$ cat src/rtl/krnl_partialknn_local_buf_ctrl.sv
// Initiator for one single-port local buffer (address0/ce0/we0/d0/q0).
// A load command streams input words into the buffer. A scan command reads
// a contiguous, wrapping range and presents it as a back-pressurable stream.
// Reads are credit-limited: a read is only issued when the output FIFO can
// hold every word that is still in flight.
//
// Handshake semantics: a transfer occurs on a rising edge where valid and
// ready are both high; ready never depends on the same interface's valid,
// and valid does not wait for ready.
module krnl_partialknn_local_buf_ctrl #(
  parameter int DataWidth    = 256,
  parameter int AddressRange = 2048,
  parameter int AddressWidth = 11,
  parameter int ReadLatency  = 2,
  parameter int FifoDepth    = ReadLatency + 2
) (
  input  logic                    clk,
  input  logic                    reset,
  input  logic                    cmd_valid,
  output logic                    cmd_ready,
  input  logic                    cmd_op,
  input  logic [AddressWidth-1:0] cmd_base,
  input  logic [AddressWidth:0]   cmd_len,
  input  logic [DataWidth-1:0]    in_data,
  input  logic                    in_valid,
  output logic                    in_ready,
  output logic [DataWidth-1:0]    out_data,
  output logic                    out_valid,
  input  logic                    out_ready,
  output logic                    done,
  output logic [AddressWidth-1:0] mem_address0,
  output logic                    mem_ce0,
  output logic                    mem_we0,
  output logic [DataWidth-1:0]    mem_d0,
  input  logic [DataWidth-1:0]    mem_q0,
  output logic [1:0]              dbg_state
);

  localparam int AW = AddressWidth;
  localparam int RL = ReadLatency;
  localparam int FD = FifoDepth;
  localparam int PW = (FD > 1) ? $clog2(FD) : 1;
  localparam int CW = $clog2(FD + 1) + 1;
  localparam logic [AW:0] ONE = (AW + 1)'(1);

  typedef enum logic [1:0] {S_IDLE, S_LOAD, S_SCAN, S_DONE} state_t;

  state_t            r_state;
  logic [AW-1:0]     r_base;
  logic [AW:0]       r_len;
  logic [AW:0]       r_i;
  logic [AW:0]       r_o;
  logic [RL-1:0]     r_vld_sr;
  logic [DataWidth-1:0] r_fifo [FD];
  logic [PW-1:0]     r_wptr;
  logic [PW-1:0]     r_rptr;
  logic [CW-1:0]     r_count;

  logic              w_in_load;
  logic              w_in_scan;
  logic              w_more;
  logic              w_wr;
  logic              w_issue;
  logic              w_push;
  logic              w_pop;
  logic [CW-1:0]     w_inflight;
  logic [AW-1:0]     w_addr;

  assign w_in_load = (r_state == S_LOAD) & ~reset;
  assign w_in_scan = (r_state == S_SCAN) & ~reset;
  assign w_more    = r_i < r_len;

  // Count reads still travelling through the memory pipeline.
  always_comb begin
    w_inflight = '0;
    for (int k = 0; k < RL; k++) w_inflight = w_inflight + CW'(r_vld_sr[k]);
  end

  assign in_ready  = w_in_load & w_more;
  assign w_wr      = in_ready & in_valid;
  // Credit check uses registered occupancy; a pop this cycle frees its slot next cycle.
  assign w_issue   = w_in_scan & w_more & ((w_inflight + r_count) < CW'(FD));
  assign w_push    = r_vld_sr[RL-1];
  assign out_valid = w_in_scan & (r_count != '0);
  assign w_pop     = out_valid & out_ready;
  assign out_data  = r_fifo[r_rptr];

  // Address wraps naturally because the buffer depth is a power of two.
  assign w_addr       = r_base + r_i[AW-1:0];
  assign mem_address0 = reset ? '0 : w_addr;
  assign mem_ce0      = w_wr | w_issue;
  assign mem_we0      = w_wr;
  assign mem_d0       = w_wr ? in_data : '0;
  assign cmd_ready    = (r_state == S_IDLE) & ~reset;
  assign done         = (r_state == S_DONE) & ~reset;
  assign dbg_state    = r_state;

  // Command FSM: capture, count issued/delivered words, pulse done.
  always_ff @(posedge clk) begin
    if (reset) begin
      r_state <= S_IDLE;
      r_base  <= '0;
      r_len   <= '0;
      r_i     <= '0;
      r_o     <= '0;
    end else begin
      case (r_state)
        S_IDLE: begin
          if (cmd_valid) begin
            r_base <= cmd_base;
            r_len  <= cmd_len;
            r_i    <= '0;
            r_o    <= '0;
            if (cmd_len == '0)  r_state <= S_DONE;
            else if (cmd_op)    r_state <= S_SCAN;
            else                r_state <= S_LOAD;
          end
        end
        S_LOAD: begin
          if (w_wr) begin
            r_i <= r_i + ONE;
            if (r_i == r_len - ONE) r_state <= S_DONE;
          end
        end
        S_SCAN: begin
          if (w_issue) r_i <= r_i + ONE;
          if (w_pop) begin
            r_o <= r_o + ONE;
            if (r_o == r_len - ONE) r_state <= S_DONE;
          end
        end
        default: r_state <= S_IDLE;
      endcase
    end
  end

  // Read-valid pipeline and FIFO pointers/occupancy.
  always_ff @(posedge clk) begin
    if (reset) begin
      r_vld_sr <= '0;
      r_wptr   <= '0;
      r_rptr   <= '0;
      r_count  <= '0;
    end else begin
      r_vld_sr[0] <= w_issue;
      for (int k = 1; k < RL; k++) r_vld_sr[k] <= r_vld_sr[k-1];
      if (w_push) r_wptr <= (r_wptr == PW'(FD - 1)) ? '0 : r_wptr + PW'(1);
      if (w_pop)  r_rptr <= (r_rptr == PW'(FD - 1)) ? '0 : r_rptr + PW'(1);
      if (w_push & ~w_pop)      r_count <= r_count + CW'(1);
      else if (~w_push & w_pop) r_count <= r_count - CW'(1);
    end
  end

  // FIFO storage; contents are meaningless once occupancy is cleared.
  always_ff @(posedge clk) begin
    if (w_push) r_fifo[r_wptr] <= mem_q0;
  end

endmodule

$ cat config.mk
export PLATFORM = sky130hd
export DESIGN_NAME = krnl_partialknn_local_buf_ctrl
export DESIGN_NICKNAME = d
export VERILOG_FILES = /design/src/rtl/krnl_partialknn_local_buf_ctrl.sv
export SDC_FILE = /design/constraint.sdc
export NUM_CORES = 1
export LEC_CHECK = 0
export CORE_AREA = 2 2 417 419
export CTS_CLUSTER_DIAMETER = 120
export DETAILED_ROUTE_END_ITERATION = 16
export DIE_AREA = 0 0 419 421
export PLACE_DENSITY = 0.43
export SLEW_MARGIN = 20
export SYNTH_ARGS = -nofsm -noshare
export SYNTH_HDL_FRONTEND = slang
export SYNTH_SLANG_ARGS = --single-unit
$ cat constraint.sdc
create_clock -name clk -period 16.1 [get_ports clk]
set_clock_uncertainty 0.15 [all_clocks]
set_input_delay 4.025 -clock clk [delete_from_list [all_inputs] [get_ports clk]]
set_output_delay 4.025 -clock clk [all_outputs]
set_load 0.02 [all_outputs]
==> impl_metrics.csv, run 1 <==
group,metric,value,unit
outcome,run_status,"completed",
timing,report.final.hold_viol_count,0,
floorplan,num_rows,153,
flow_run,maxCapViolations,0,
logic_synthesis,synth_seq_area_share,75.1,%
power_and_ir_drop,p_leak,19.1,nW
setup_path,cp.arrival,7.28,ns
floorplan,dieArea,176000,sq um
timing,rsz0062_at_grt,"false",
power_and_ir_drop,vdd_drop_max,114,uV
clock_network,clkTransAtPathRegs,0.06,ns
logic_synthesis,syn_area,42600,sq um
setup_path,reg2reg_slack,12.07,ns
timing,layout_min_cycle_time,11.45,ns
floorplan,fp.coreArea,172000,sq um
timing,fin_crit_sh,71.1,%
logic_synthesis,synth_commonest_cells,"edfxtp_1, and2_1, mux4_2",
logic_synthesis,ys.flop_type,"edfxtp_1",
clock_network,cts_resized,0,
logic_synthesis,ys_warn_count,0,
final_layout,multi_input_area,10100,sq um
logic_synthesis,ys_types,53,
final_layout,area_growth,41.7,%
timing,tns,0,ns
clock_network,cts_buffer_depth,3,
final_layout,fillers,16358,
setup_path,required,11.93,ns
floorplan,ioPinCount,1072,
setup_path,startpoint_type,"primary input",
setup_path,cp-endpoint,"mem_d0[54]",
clock_network,cts_root_buf,"clkbuf_16",
clock_network,cts-buffers-inserted,130,
setup_path,end_kind,"output port",
timing,slew_headroom,28.0,%
floorplan,start_util,24.7,%
setup_path,cp_max_fo,110,
setup_path,path_class,"primary input to output port",
logic_synthesis,ys_seq_elements,1085,
place,gp_congestion,0.986,
setup_path,reg2reg_from,"r_vld_sr[1]$_SDFF_PP0_",
logic_synthesis,synth_nets,2726,
drt,drt-initial-drc-count,1682,
global_routing,grt_pass1_wl,213,mm
drt,vias_per_cell,4.33,
clock_network,cts_tree,"yes",
floorplan,die_x,419,microns
timing,drv_slew,0,
hold_path,hp-class,"flop to flop",
final_layout,utilization,35.0,%
power_and_ir_drop,p_per_area,116,nW/um^2
global_routing,first_global_vias,25461,
global_routing,antenna_found_initial,72,
logic_synthesis,async_flop_share,0,%
setup_path,timing.rr.end,"r_fifo[0][49]$_DFFE_PP_",
place,io_buffers,1071,
final_layout,drive_gt1_share,14.1,%
clock_network,cts_hold_buffers,0,
logic_synthesis,synth_edf_count,1024,
logic_synthesis,synth_top_area_share,72.2,%
place,hpwl,115,mm
logic_synthesis,yosys-top-cells-area,"edfxtp_1, mux4_2, and2_1",
logic_synthesis,syn_inst,2144,
drt,vias,24639,
floorplan,die_h,421,microns
clock_network,clock-sinks,1085,
logic_synthesis,yosysMostFrequentCell,"edfxtp_1",
logic_synthesis,synth.avg_cell_area,19.9,sq um
drt,ant_nets,0,
timing,worst_pin_slew,1.08,ns
drt,drcViolationCount,0,
global_routing,grt_max_degree,139,
setup_path,startpoint,"reset",
drt,wl_per_cell,27.8,microns
global_routing,grt_overflow,0,
timing,final-setup-viol-count,0,
drt,routed_wl,158,mm
timing,max_freq,0.0873,GHz
global_routing,grtUsageTotal,17.6,%
final_layout,nets,3848,
clock_network,post-cts-setup-buffers,0,
logic_synthesis,yosysTopAreaCell,"edfxtp_1",
drt,firstDrtPassIters,5,
clock_network,htreeDepth,4,
clock_network,clk_latency,0.77,ns
setup_path,rr_worst_depth,4,
final_layout,sequential_cell_area,32000,sq um
[worst max-delay path: stages]
cell	delay, ns
buf_2	0.09
buf_4	0.29
a211oi_1	0.28
and3_1	0.23
nand3_1	0.18
inv_6	0.40
buf_4	0.62
and2_1	0.26
clkdlybuf4s50_1	0.65
[registers in the layout, summed over array words and instances (netlist names), named ones only]
register	flops
r_wptr	2
r_base	11
r_count	4
r_o	12
dbg_state	2
r_fifo	1024
r_i	12
r_vld_sr	2
r_len	12
r_rptr	2
[worst min-delay path by stage]
stage	from	endpoint	slack [ns]	cells past startpoint
floorplan	r_base[0]$_SDFFE_PP0P_	r_base[0]$_SDFFE_PP0P_	0.29	2
global placement	r_base[0]$_SDFFE_PP0P_	r_base[0]$_SDFFE_PP0P_	0.31	2
detailed placement	r_base[6]$_SDFFE_PP0P_	r_base[6]$_SDFFE_PP0P_	0.31	2
CTS	r_base[0]$_SDFFE_PP0P_	r_base[0]$_SDFFE_PP0P_	0.32	2
global route	r_base[0]$_SDFFE_PP0P_	r_base[0]$_SDFFE_PP0P_	0.33	2
finish	r_base[0]$_SDFFE_PP0P_	r_base[0]$_SDFFE_PP0P_	0.32	2
[layer usage]
layer  part of all wire, %  track usage [%]  vias up
met1                    40             20.9    12564
met3                   8.4             6.48      288
li1                      -                -    10793
met4                   3.4             6.17       46
met5                  0.19                0        -
met2                    48             29.0      948
[kinds of logic (layout without fill, tap and decap cells)]
kind of cell | after synthesis | count (layout) | synth area share [%]
flops | 1085 | 1085 | 75.1
simple gates | 463 | 463 | 6.16
mux | 264 | 264 | 13.7
buf+inv | 136 | 1348 | 1.22
compound gates | 103 | 103 | 1.45
xor+xnor | 52 | 52 | 1.10
fa+ha+maj | 41 | 41 | 1.24
other cells | 0 | 14 | 0
[cell type report]
class	count	share of cell area, %
Sequential cell	1085	53.0
Timing Repair Buffer	1098	18.3
Multi-Input combinational cell	923	16.7
Clock buffer	164	5.77
Tap cell	2325	4.82
Clock inverter	58	1.19
Inverter	28	0.182
Antenna cell	14	0.0581
[per-stage QoR]
stage	cell area [sq um]	hold slack, ns	setup slack, ns	total power [W]	instances
6_report	60300	0.317	4.65	0.00698	5695
5_1_grt	60300	0.328	4.35	0.00727	5686
4_1_cts	60300	0.317	4.61	0.00710	5680
3_5_place_dp	56100	0.309	4.62	0.00421	5458
3_3_place_gp	56100	0.305	4.62	0.00421	5458
2_1_floorplan	42600	0.291	6.40	0.00369	2144
[where the power goes]
group          switching (W)  internal, W  total, W
logic               0.000510     0.000435  0.000945
registers          0.0000362      0.00315   0.00319
clock network        0.00120      0.00164   0.00284
total                0.00175      0.00523   0.00698
[layout by cell type (no fill, tap or decap), types with 5 or more instances in the layout]
cell	count
o21ai_0	19
nor2_1	48
mux4_2	256
bufinv_16	5
buf_4	20
diode_2	14
a21o_1	9
a21oi_1	52
and2_1	260
inv_1	27
nand2_1	63
nor4_1	10
xor2_1	17
clkdlybuf4s50_1	1070
edfxtp_1	1024
clkinv_2	14
nor3_1	17
clkinv_16	10
nand3_1	12
buf_12	6
xnor2_1	34
mux2i_1	7
clkinv_1	21
or3_1	11
nand4_1	7
clkbuf_16	133
ha_1	39
nor2b_1	10
nand2b_1	5
dfxtp_1	59
clkbuf_1	27
No activity file was read; power rests on OpenSTA's default activity.
==> inputs of run 2 (changes only) <==
--- a/config.mk
+++ b/config.mk
@@ -9,7 +9,7 @@
 export CTS_CLUSTER_DIAMETER = 120
 export DETAILED_ROUTE_END_ITERATION = 16
 export DIE_AREA = 0 0 419 421
-export PLACE_DENSITY = 0.43
+export PLACE_DENSITY = 0.45
 export SLEW_MARGIN = 20
 export SYNTH_ARGS = -nofsm -noshare
 export SYNTH_HDL_FRONTEND = slang
==> constraint.sdc (replaced) <==
create_clock -name clk -period 10.4 [get_ports clk]
set_clock_uncertainty 0.15 [all_clocks]
set_input_delay 2.6 -clock clk [delete_from_list [all_inputs] [get_ports clk]]
set_output_delay 2.6 -clock clk [all_outputs]
set_load 0.02 [all_outputs]
==> impl_metrics.csv, run 2 (same netlist as run 1, synthesis figures left out) <==
group,metric,value,unit
power_and_ir_drop,p_leak,18.8,nW
clock_network,clkTransAtPathRegs,0.06,ns
global_routing,first_global_vias,25417,
final_layout,largest_register_ff_count,1024,
drt,drcViolationCount,0,
timing,fin_crit_sh,79.0,%
clock_network,cts-buffers-inserted,120,
clock_network,cts_buffer_depth,3,
power_and_ir_drop,p_comb_share,14.3,%
clock_network,htreeDepth,3,
setup_path,rr_worst_depth,3,
clock_network,cts_resized,0,
timing,setup_ws,2.19,ns
timing,final-setup-viol-count,0,
floorplan,ioPinCount,1072,
setup_path,cp_max_fo,99,
power_and_ir_drop,p_seq_share,47.4,%
power_and_ir_drop,p_per_area,174,nW/um^2
floorplan,num_rows,153,
setup_path,cp-endpoint,"mem_d0[145]",
timing,drv_slew,0,
final_layout,layout_common_cells,"clkdlybuf4s50_1, edfxtp_1, and2_1",
global_routing,grt_overflow,0,
drt,drt-initial-drc-count,1611,
floorplan,dieArea,176000,sq um
clock_network,clk_latency,0.75,ns
place,io_buffers,1071,
timing,tns,0,ns
clock_network,post-cts-setup-buffers,0,
drt,ant_nets,0,
drt,vias,24871,
setup_path,cp.arrival,5.46,ns
setup_path,reg2reg_slack,6.89,ns
final_layout,area_growth,40.5,%
power_and_ir_drop,intPower,0.00779,W
place,hpwl,125,mm
final_layout,final_common_cell,"clkdlybuf4s50_1",
clock_network,clock-sinks,1085,
final_layout,drive_gt1_share,14.0,%
timing,layout_min_cycle_time,8.21,ns
timing,slew_headroom,31.5,%
floorplan,start_util,24.7,%
clock_network,cts_root_buf,"clkbuf_16",
final_layout,nets,3842,
power_and_ir_drop,switching_power,0.00262,W
timing,rsz0062_at_grt,"false",
power_and_ir_drop,vdd_drop_max,137,uV
outcome,run_status,"completed",
clock_network,cts_hold_buffers,0,
clock_network,cts_tree,"yes",
setup_path,startpoint_type,"primary input",
global_routing,grtUsageTotal,18.6,%
setup_path,path_class,"primary input to output port",
final_layout,utilization,34.7,%
place,gp_congestion,1.09,
place,dpl_worst_slack,2.10,ns
drt,wl_per_cell,29.6,microns
power_and_ir_drop,power.total,0.0104,W
power_and_ir_drop,clock_power_share,38.2,%
drt,routed_wl,168,mm
global_routing,grt_pass1_wl,224,mm
setup_path,required,7.65,ns
flow_run,maxCapViolations,0,
hold_path,worstHoldStart,"r_base[6]$_SDFFE_PP0P_",
global_routing,grt_max_degree,135,
floorplan,die_x,419,microns
floorplan,fp.coreArea,172000,sq um
setup_path,end_kind,"output port",
setup_path,startpoint,"reset",
setup_path,reg2reg_from,"r_vld_sr[1]$_SDFF_PP0_",
hold_path,hp-class,"flop to flop",
drt,vias_per_cell,4.37,
timing,max_freq,0.122,GHz
final_layout,top_register,"r_fifo",
timing,report.final.hold_viol_count,0,
setup_path,timing.rr.end,"r_fifo[2][162]$_DFFE_PP_",
power_and_ir_drop,p_sw_share,25.2,%
drt,firstDrtPassIters,5,
global_routing,antenna_found_initial,93,
floorplan,die_h,421,microns
timing,worst_pin_slew,1.03,ns
## run 2: changes by cell type in the layout (fill, tap and decap cells not counted), moves of 5 or more
cell,delta
clkbuf_16,-13
clkinv_2,+12
clkinv_16,-7
diode_2,-7
clkinv_1,+6
buf_4,+5
clkbuf_1,-5
clkinvlp_4,+5
## run 2: layout make-up
type / count / area, sq um
diodes: 7 / 17.5
clock buffers: 142 / 3090
clock inverters: 74 / 587
fillers: 16421 / 113000
inverters: 28 / 110
multi-input cells: 923 / 10100
flip-flops and latches: 1085 / 32000
well taps: 2325 / 2910
repair buffers: 1102 / 11000
## run 2: through the flow
| step | cell area (sq um) | hold WS [ns] | std cells |
|---|---|---|---|
| final | 59800 | 0.312 | 5686 |
| after global routing | 59800 | 0.340 | 5681 |
| after CTS | 59800 | 0.317 | 5679 |
| after detailed placement | 56100 | 0.308 | 5463 |
| after global placement | 56100 | 0.305 | 5463 |
| after floorplan | 42600 | 0.291 | 2144 |
## run 2: worst min path at each step
stage | depth (start not counted) | end | slack, ns
global route | 2 | r_base[8]$_SDFFE_PP0P_ | 0.34
detailed placement | 2 | r_base[6]$_SDFFE_PP0P_ | 0.31
finish | 2 | r_base[6]$_SDFFE_PP0P_ | 0.31
CTS | 2 | r_base[6]$_SDFFE_PP0P_ | 0.32
floorplan | 2 | r_base[0]$_SDFFE_PP0P_ | 0.29
global placement | 2 | r_base[9]$_SDFFE_PP0P_ | 0.31
## run 2: per-layer routing
metal	track usage, %	routed length, microns
met1	22.4	66500
met2	33.3	86600
met3	5.16	11700
met4	3.36	3110
met5	0	134
## run 2: power groups by stage
stage	clock [W]	combinational [W]	sequential, W
finish	0.00398	0.00149	0.00494
global route	0.00429	0.00159	0.00495
CTS	0.00412	0.00152	0.00494
detailed placement	0	0.00151	0.00503
global placement	0	0.00152	0.00503
floorplan	0	0.000689	0.00503
## run 2: critical path: stages
cell	delay, ns
buf_2	0.13
a211oi_1	0.20
and3_1	0.23
nand3_1	0.17
inv_6	0.56
buf_4	0.59
and2_1	0.20
clkdlybuf4s50_1	0.65
